==> src/rtl/relay_pkg.sv <==
// Shared types and default sizing for the relay computer register units.
// Latency: n/a (types and constants only).
// Backpressure: n/a.
package relay_pkg;

    // Write sequence of a relay register: drop hold, settle, latch.
    typedef enum logic [1:0] {
        IDLE   = 2'd0,
        CLEAR  = 2'd1,
        SETTLE = 2'd2
    } relay_wr_state_t;

    // Default geometry shared by the relay units of the model.
    localparam int RELAY_NUM_REGS      = 8;
    localparam int RELAY_WIDTH         = 8;
    localparam int RELAY_SETTLE_CYCLES = 2;

    // Width of a down-counter that must hold values 0..settle-1 without wrapping.
    function automatic int relay_cnt_width(input int settle);
        return (settle < 1) ? 1 : $clog2(settle + 1);
    endfunction

endpackage

==> src/rtl/relay_reg_cell.sv <==
// One relay register: WIDTH data bits plus a hold/valid flag.
// Latency: clear/release/latch take effect at the next rising edge.
// Backpressure: none; the owning bank never asserts clear and latch together.
module relay_reg_cell #(
    parameter int WIDTH = 8
) (
    input  logic             clk,
    input  logic             rst,
    input  logic             clear,
    input  logic             latch,
    input  logic             release_hold,
    input  logic [WIDTH-1:0] data,
    output logic [WIDTH-1:0] value,
    output logic             valid
);

    // Dropping hold (clear or release) empties the relay; latching picks up new data.
    always_ff @(posedge clk or posedge rst) begin
        if (rst) begin
            value <= '0;
            valid <= 1'b0;
        end else if (clear || release_hold) begin
            value <= '0;
            valid <= 1'b0;
        end else if (latch) begin
            value <= data;
            valid <= 1'b1;
        end
    end

endmodule

==> src/rtl/relay_register_bank.sv <==
// Bank of relay registers with one shared write path and a registered wired-OR read bus.
// Latency: write accepted at edge T is visible after edge T+1+SETTLE_CYCLES; reads are 1 cycle.
// Backpressure: load_ready is low while a write clears/settles; requests then are dropped, not queued.
module relay_register_bank
    import relay_pkg::*;
#(
    parameter int NUM_REGS      = RELAY_NUM_REGS,
    parameter int WIDTH         = RELAY_WIDTH,
    parameter int SETTLE_CYCLES = RELAY_SETTLE_CYCLES
) (
    input  logic                clk,
    input  logic                rst,
    input  logic                load_req,
    input  logic [NUM_REGS-1:0] load_sel,
    input  logic [WIDTH-1:0]    load_data,
    output logic                load_ready,
    input  logic [NUM_REGS-1:0] release_sel,
    input  logic [NUM_REGS-1:0] read_sel,
    output logic [WIDTH-1:0]    bus_out,
    output logic                bus_oe,
    output logic [NUM_REGS-1:0] reg_valid
);

    localparam int                CNT_W    = relay_cnt_width(SETTLE_CYCLES);
    localparam logic [CNT_W-1:0]  CNT_LOAD = CNT_W'(SETTLE_CYCLES - 1);

    relay_wr_state_t      state;
    relay_wr_state_t      state_nxt;
    logic [CNT_W-1:0]     cnt;
    logic [CNT_W-1:0]     cnt_nxt;
    logic                 accept;
    logic                 do_clear;
    logic                 do_latch;
    logic [NUM_REGS-1:0]  cap_sel;
    logic [WIDTH-1:0]     cap_data;
    logic                 write_busy;
    logic [NUM_REGS-1:0]  rel_mask;
    logic [WIDTH-1:0]     cell_value [NUM_REGS];
    logic [WIDTH-1:0]     rd_or;

    // Write FSM state and settle counter registers.
    always_ff @(posedge clk or posedge rst) begin
        if (rst) begin
            state <= IDLE;
            cnt   <= '0;
        end else begin
            state <= state_nxt;
            cnt   <= cnt_nxt;
        end
    end

    // Write FSM: accept in IDLE, drop hold for one cycle, settle, then latch.
    always_comb begin
        state_nxt  = state;
        cnt_nxt    = cnt;
        load_ready = 1'b0;
        accept     = 1'b0;
        do_clear   = 1'b0;
        do_latch   = 1'b0;
        case (state)
            IDLE: begin
                load_ready = 1'b1;
                if (load_req) begin
                    accept    = 1'b1;
                    state_nxt = CLEAR;
                end
            end
            CLEAR: begin
                do_clear  = 1'b1;
                cnt_nxt   = CNT_LOAD;
                state_nxt = SETTLE;
            end
            SETTLE: begin
                if (cnt == '0) begin
                    do_latch  = 1'b1;
                    state_nxt = IDLE;
                end else begin
                    cnt_nxt = cnt - 1'b1;
                end
            end
            default: begin
                state_nxt = IDLE;
            end
        endcase
    end

    // Capture target set and data at accept so the inputs may change mid-write.
    always_ff @(posedge clk or posedge rst) begin
        if (rst) begin
            cap_sel  <= '0;
            cap_data <= '0;
        end else if (accept) begin
            cap_sel  <= load_sel;
            cap_data <= load_data;
        end
    end

    // A write in progress owns its target registers; releases aimed at them are dropped.
    assign write_busy = (state != IDLE);
    assign rel_mask   = write_busy ? (release_sel & ~cap_sel) : release_sel;

    genvar gi;
    generate
        for (gi = 0; gi < NUM_REGS; gi++) begin : g_cell
            relay_reg_cell #(
                .WIDTH (WIDTH)
            ) u_cell (
                .clk          (clk),
                .rst          (rst),
                .clear        (do_clear & cap_sel[gi]),
                .latch        (do_latch & cap_sel[gi]),
                .release_hold (rel_mask[gi]),
                .data         (cap_data),
                .value        (cell_value[gi]),
                .valid        (reg_valid[gi])
            );
        end
    endgenerate

    // Wired-OR of every selected register that currently holds a value.
    always_comb begin
        rd_or = '0;
        for (int i = 0; i < NUM_REGS; i++) begin
            if (read_sel[i] && reg_valid[i]) begin
                rd_or = rd_or | cell_value[i];
            end
        end
    end

    // Registered read bus and output-enable.
    always_ff @(posedge clk or posedge rst) begin
        if (rst) begin
            bus_out <= '0;
            bus_oe  <= 1'b0;
        end else begin
            bus_out <= rd_or;
            bus_oe  <= |read_sel;
        end
    end

endmodule

==> config.mk <==
export PLATFORM = sky130hd
export DESIGN_NAME = relay_register_bank
export DESIGN_NICKNAME = d
export VERILOG_FILES = /design/src/rtl/relay_pkg.sv /design/src/rtl/relay_reg_cell.sv /design/src/rtl/relay_register_bank.sv
export SDC_FILE = /design/constraint.sdc
export NUM_CORES = 1
export LEC_CHECK = 0
export CAP_MARGIN = 20
export CELL_PAD_IN_SITES_DETAIL_PLACEMENT = 2
export CELL_PAD_IN_SITES_GLOBAL_PLACEMENT = 2
export CORE_MARGIN = 2
export CORE_UTILIZATION = 34
export DETAILED_ROUTE_END_ITERATION = 8
export PLACE_DENSITY_LB_ADDON = 0.1
export SLEW_MARGIN = 5
export SYNTH_ARGS = -nofsm -noshare
export SYNTH_HDL_FRONTEND = slang
export SYNTH_SLANG_ARGS = --single-unit
==> constraint.sdc <==
create_clock -name clk -period 3.25 [get_ports clk]
set_input_delay 0.8125 -clock clk [delete_from_list [all_inputs] [get_ports clk]]
set_output_delay 0.8125 -clock clk [all_outputs]
set_load 0.02 [all_outputs]
**Word level (Yosys, flattened, before mapping)**

Index checks and enable logic that the tools add are counted.

- Bits in registers: 101
- Output and inout bits: 18
- Word-level logic and storage cells: 136

- Add/subtract/negate cells: 1
- Eq/ne operators: 5
- Mux-type cells: 52
- Bitwise operators: 25
- Reductions and logical operators: 31

Operators by type and width:

| operator | number |
|---|---|
| two-way mux 8 bit | 25 |
| bitwise OR 8 bit | 7 |
| two-way mux 1 bit | 22 |
| nonzero test 2 bit | 10 |
| bitwise AND 1 bit | 16 |
| bitwise AND 8 bit | 1 |
| logical AND 1 bit | 8 |
| logical OR 1 bit | 8 |
| NOT 8 bit | 1 |
| OR reduction 8 bit | 1 |
| two-way mux 2 bit | 3 |
| inequality test 2 bit (second input constant) | 3 |
| case mux 2 bit (3 select lines) | 1 |
| zero test 2 bit | 2 |
| case mux 2 bit (2 select lines) | 1 |
| AND reduction 2 bit | 2 |
| == test 2 x 1 -> 1 bit (second input constant) | 1 |
| == test 2 bit (second input constant) | 1 |
| subtractor 2 x 1 -> 2 bit (second input constant) | 1 |

**Depth between registers and ports, before layout**

- Depth after elaboration: 16
- Gate-level depth with buffers: 8

**Modules after synthesis**

From an unflattened synthesis, not the netlist that was laid out.

- Cell total of the unflattened synthesis: 398
- Area total of the unflattened synthesis: 4619.4 um^2

Modules (own cells, without submodules):

| module | instances | cells each | area each (um^2) |
|---|---|---|---|
| relay_reg_cell | 8 | 31 | 371.6 |
| relay_register_bank | 1 | 150 | 1646.6 |

**Worst setup path before layout**

No wires, ideal clock.

- Path kind: register to output
- From: register state[1]
- To: output load_ready
- Data arrival time: 897 ps
- Required time: 2438 ps
- Path slack: 1540 ps
- Cell stages (with the launch flop): 5
- Path buffers: 2
- Cells stage by stage: dfrtp_1 -> buf_6 -> or2_1 -> buf_6 -> inv_4

- Word-level cells in the longest chain between the ends: 2

RTL lines:

| what | line | RTL |
|---|---|---|
| start: declaration | relay_register_bank.sv:27 | `relay_wr_state_t state;` |
| start signal: assignment | relay_register_bank.sv:47 | `state <= state_nxt;` |
| zero test 2 bit | relay_register_bank.sv:60 | `case (state)` |
| two-way mux 1 bit | relay_register_bank.sv:60 |  |
| end: declaration | relay_register_bank.sv:16 | `output logic load_ready,` |

Every way passes these cells.

**Worst setup path in the final report**

Ends and elaborated chain as after synthesis.

==> metrics.md <==
| Metric | Value |
|---|---|
| RSZ-0062 raised after global routing | `false` |
| Post-Layout Cell Count | `616` |
| Static Leak | `between 0.002 and 0.0025 uW` |
| Vias | `around 3,500` |
| Fillers | `1,416` |
| Setup Viol. Count Final | `0` |
| Gr busiest metal | `met2` |
| Area growth, synth to finish | `19.96%` |
| Crit path kind | `reg2out` |
| Die area | `about 0.014 sq mm` |
| Post-DRT Antenna Nets | `0` |
| Routability Congestion | `0.7631` |
| Net Count, Synth | `~440` |
| Slew @ Worst Pin | `slightly below 0.9 ns` |
| Core region area | `0.01324 sq mm` |
| Final min period | `around 2.6 ns` |
| CTS Hold Bufs | `0` |
| Diode count | `0` |
| Distinct cells, synth | `34` |
| Initial Util | `a little over a third` |
| Clock transition at path regs | `~0.070 ns` |
| Critical path's slowest cell | `clkdlybuf4s50_1` |
| Final nets | `roughly 470` |
| Compound-Gate Fraction of Synth Area | `25.67%` |
| Post-synthesis xor/xnor area fraction | `0%` |
| Synth Area per Inst | `11.49 sq um` |
| Commonest non-fill, non-tap cells in the layout | `dfrtp_1, clkdlybuf4s50_1, a21oi_1` |
| CTS Buf Count | `9` |
| Final hold vios | `0` |
| Max Fclk | `389.0 MHz` |
| Layout Skew | `about 0.0099 ns` |
| Clk Latency, worst-skew pair | `around 0.36 ns` |
| Status | `completed` |
| Yosys warns | `0` |
| Pin count of the biggest net entering global routing | `a little over 100` |
| Via density | `around 5.7` |
| Critical path launch point type | `flop` |
| Worst IR Drop VDD | `between 0.2 and 0.3 mV` |
| Hold path depth | `1` |
| Simple-Gate Fraction of Synth Area | `around 8.7%` |
| Vias in the first global route | `between 3,000 and 4,000` |
| Critical Path AT | `1.76 ns` |
| Mux cell area share after synthesis | `~5.1%` |
| Slowest stage delay, CP | `about 0.6 ns` |
| Clk buf depth | `2` |
| Main combinational cell family by area after synthesis | `compound AO/OA/AOI/OAI gates` |
| Final period utilization | `79.10%` |
| DRC Markers | `0` |
| Port buffer count | `52` |
| Yosys top cell by area | `dfrtp_1` |
| Synth Area in Adders | `less than 1%` |
| Synthesized instance count | `about 400` |
| Seq cells post-synth | `roughly 100` |
| Crit path required time | `about 2.4 ns` |
| HPWL after detailed placement | `10.03 mm` |
| Cts repair resizes | `0` |
| Clock sinks | `roughly 100` |
| Setup bufs post-CTS | `0` |
| Root Driver | `clkbuf_16` |
| Cell total after placement | `600` |
| Worst hold path class | `reg2reg` |
| Cells along the critical path | `or2_1, inv_4, clkdlybuf4s50_1` |
| Power per Cell Area | `about 860 mW/mm^2` |
| Max-cap violation count | `0` |
| Crit end category | `primary output` |
| CP top delay family | `buffers and inverters` |
| First DRT Iteration DRCs | `185` |
| H-tree levels | `3` |
| Initial antenna violation count | `0` |
| CTS tree | `done` |
| Rows | `42` |
| Cell count along the critical path | `3` |
| Post-synthesis sequential area ratio | `54.86%` |
| R2R cell count | `5` |
| CP max FO | `6` |
| FF+latch area | `approximately 0.0025 sq mm` |
| Global-route wire length before repair | `between 20 and 25 mm` |
| Mapped cell area | `about 0.0046 sq mm` |
| Die width | `~120 um` |
| Post-synth top area share | `54.86%` |
| Routed WL | `~14 mm` |
| Ports | `53` |
| Buf/Inv on CP | `2` |
| Most common cell after layout, fill and taps aside | `dfrtp_1` |
| WL per Instance | `roughly 23 um` |
| Routing usage on met2 | `a little over a third` |
| Rel. slew slack | `about two fifths` |
| Share of cells above drive strength 1 | `9.318%` |
| Final Util | `between 40% and 50%` |
| Largest cells by area after synthesis | `dfrtp_1, o2bb2ai_1, a22o_1, a22oi_1, a21oi_1` |
| Chip height | `~120 um` |
| Total grt overflow | `0` |
| GR Util met3 | `~4.5%` |
| All-Layer GR Usage | `21.30%` |
| Setup TNS | `0 ns` |
| Met1 usage | `28.21%` |
| Pre-antenna DRT Iters | `4` |
| Area of the multi-input gates | `between 0.0015 and 0.002 sq mm` |
| Final Max Slew Viols | `0` |
==> through the flow <==
step                      area [sq um]  total power [uW]  setup slack [ns]  hold slack (ns)
after floorplan                   4611              3041             1.234           0.4662
after CTS                         5527              4820            0.6464           0.5108
after detailed placement          5191              3586            0.9629           0.4881
after global routing              5527              5075            0.5829           0.5246
final                             5527              4765            0.6792           0.5119
after global placement            5191              3507             1.037           0.4894
==> metal layers <==
layer / share of wire, % / wire length, um
met1: 46 / 6460
met2: 50 / 7046
met4: 1.2 / 167
met5: 0 / 0
met3: 3.3 / 468
==> synth_stat cells (all sizes together) <==
cell type and n:
o22a 1, a22o 29, clkbuf 17, o22ai 4, buf 17, nand2 22
mux2i 1, dfrtp 101, nand3b 3, nor2 9, mux2 17, inv 9
or2 1, and3b 7, o21a 3, nand4 8, a22oi 32, a21oi 41
nand3 5, a32o 5, o21ai 14, ha 1, nand2b 1, nor2b 2
o2bb2ai 35, nor4 2, and2 14
==> final timing paths <==
check                                            end  slack [ns]                       from
min                        g_cell[7].u_cell.value[1]        0.51  g_cell[7].u_cell.value[1]
max reg2reg                g_cell[6].u_cell.value[7]        0.95                     cnt[1]
min in group asynchronous                cap_data[0]        0.94                        rst
min reg2reg                g_cell[7].u_cell.value[1]        0.51  g_cell[7].u_cell.value[1]
max in group asynchronous  g_cell[1].u_cell.value[6]        1.85                        rst
max                                       load_ready        0.68                   state[1]
==> power breakdown <==
part,leakage (uW),internal [uW],switching [uW]
combinational,0.000827,646,942
clock,0.000166,719,492
sequential,0.00135,1590,380
==> final cells by class <==
cell class                 instances  share of cell area (%)
sequential                       101                   45.73
multi-input combinational        257                   33.17
timing repair buffer              57                   10.32
clock buffer                      11                   4.573
tap                              176                   3.985
clock inverter                     5                   1.494
inverter                           9                  0.7245
==> cell families after synthesis <==
| family | Yosys count |
|---|---|
| compound gates | 164 |
| fa+ha+maj | 1 |
| buf+inv | 43 |
| flops | 101 |
| mux | 18 |
| simple gates | 74 |
==> flip-flops by register name, indices dropped and copies added, names as in the netlist <==
register	cells
cap_sel	8
state	2
cap_data	8
bus_out	8
cnt	2
bus_oe	1
g_cell.u_cell.value	64
g_cell.u_cell.valid	8
No activity file was read; power rests on OpenSTA's default activity.
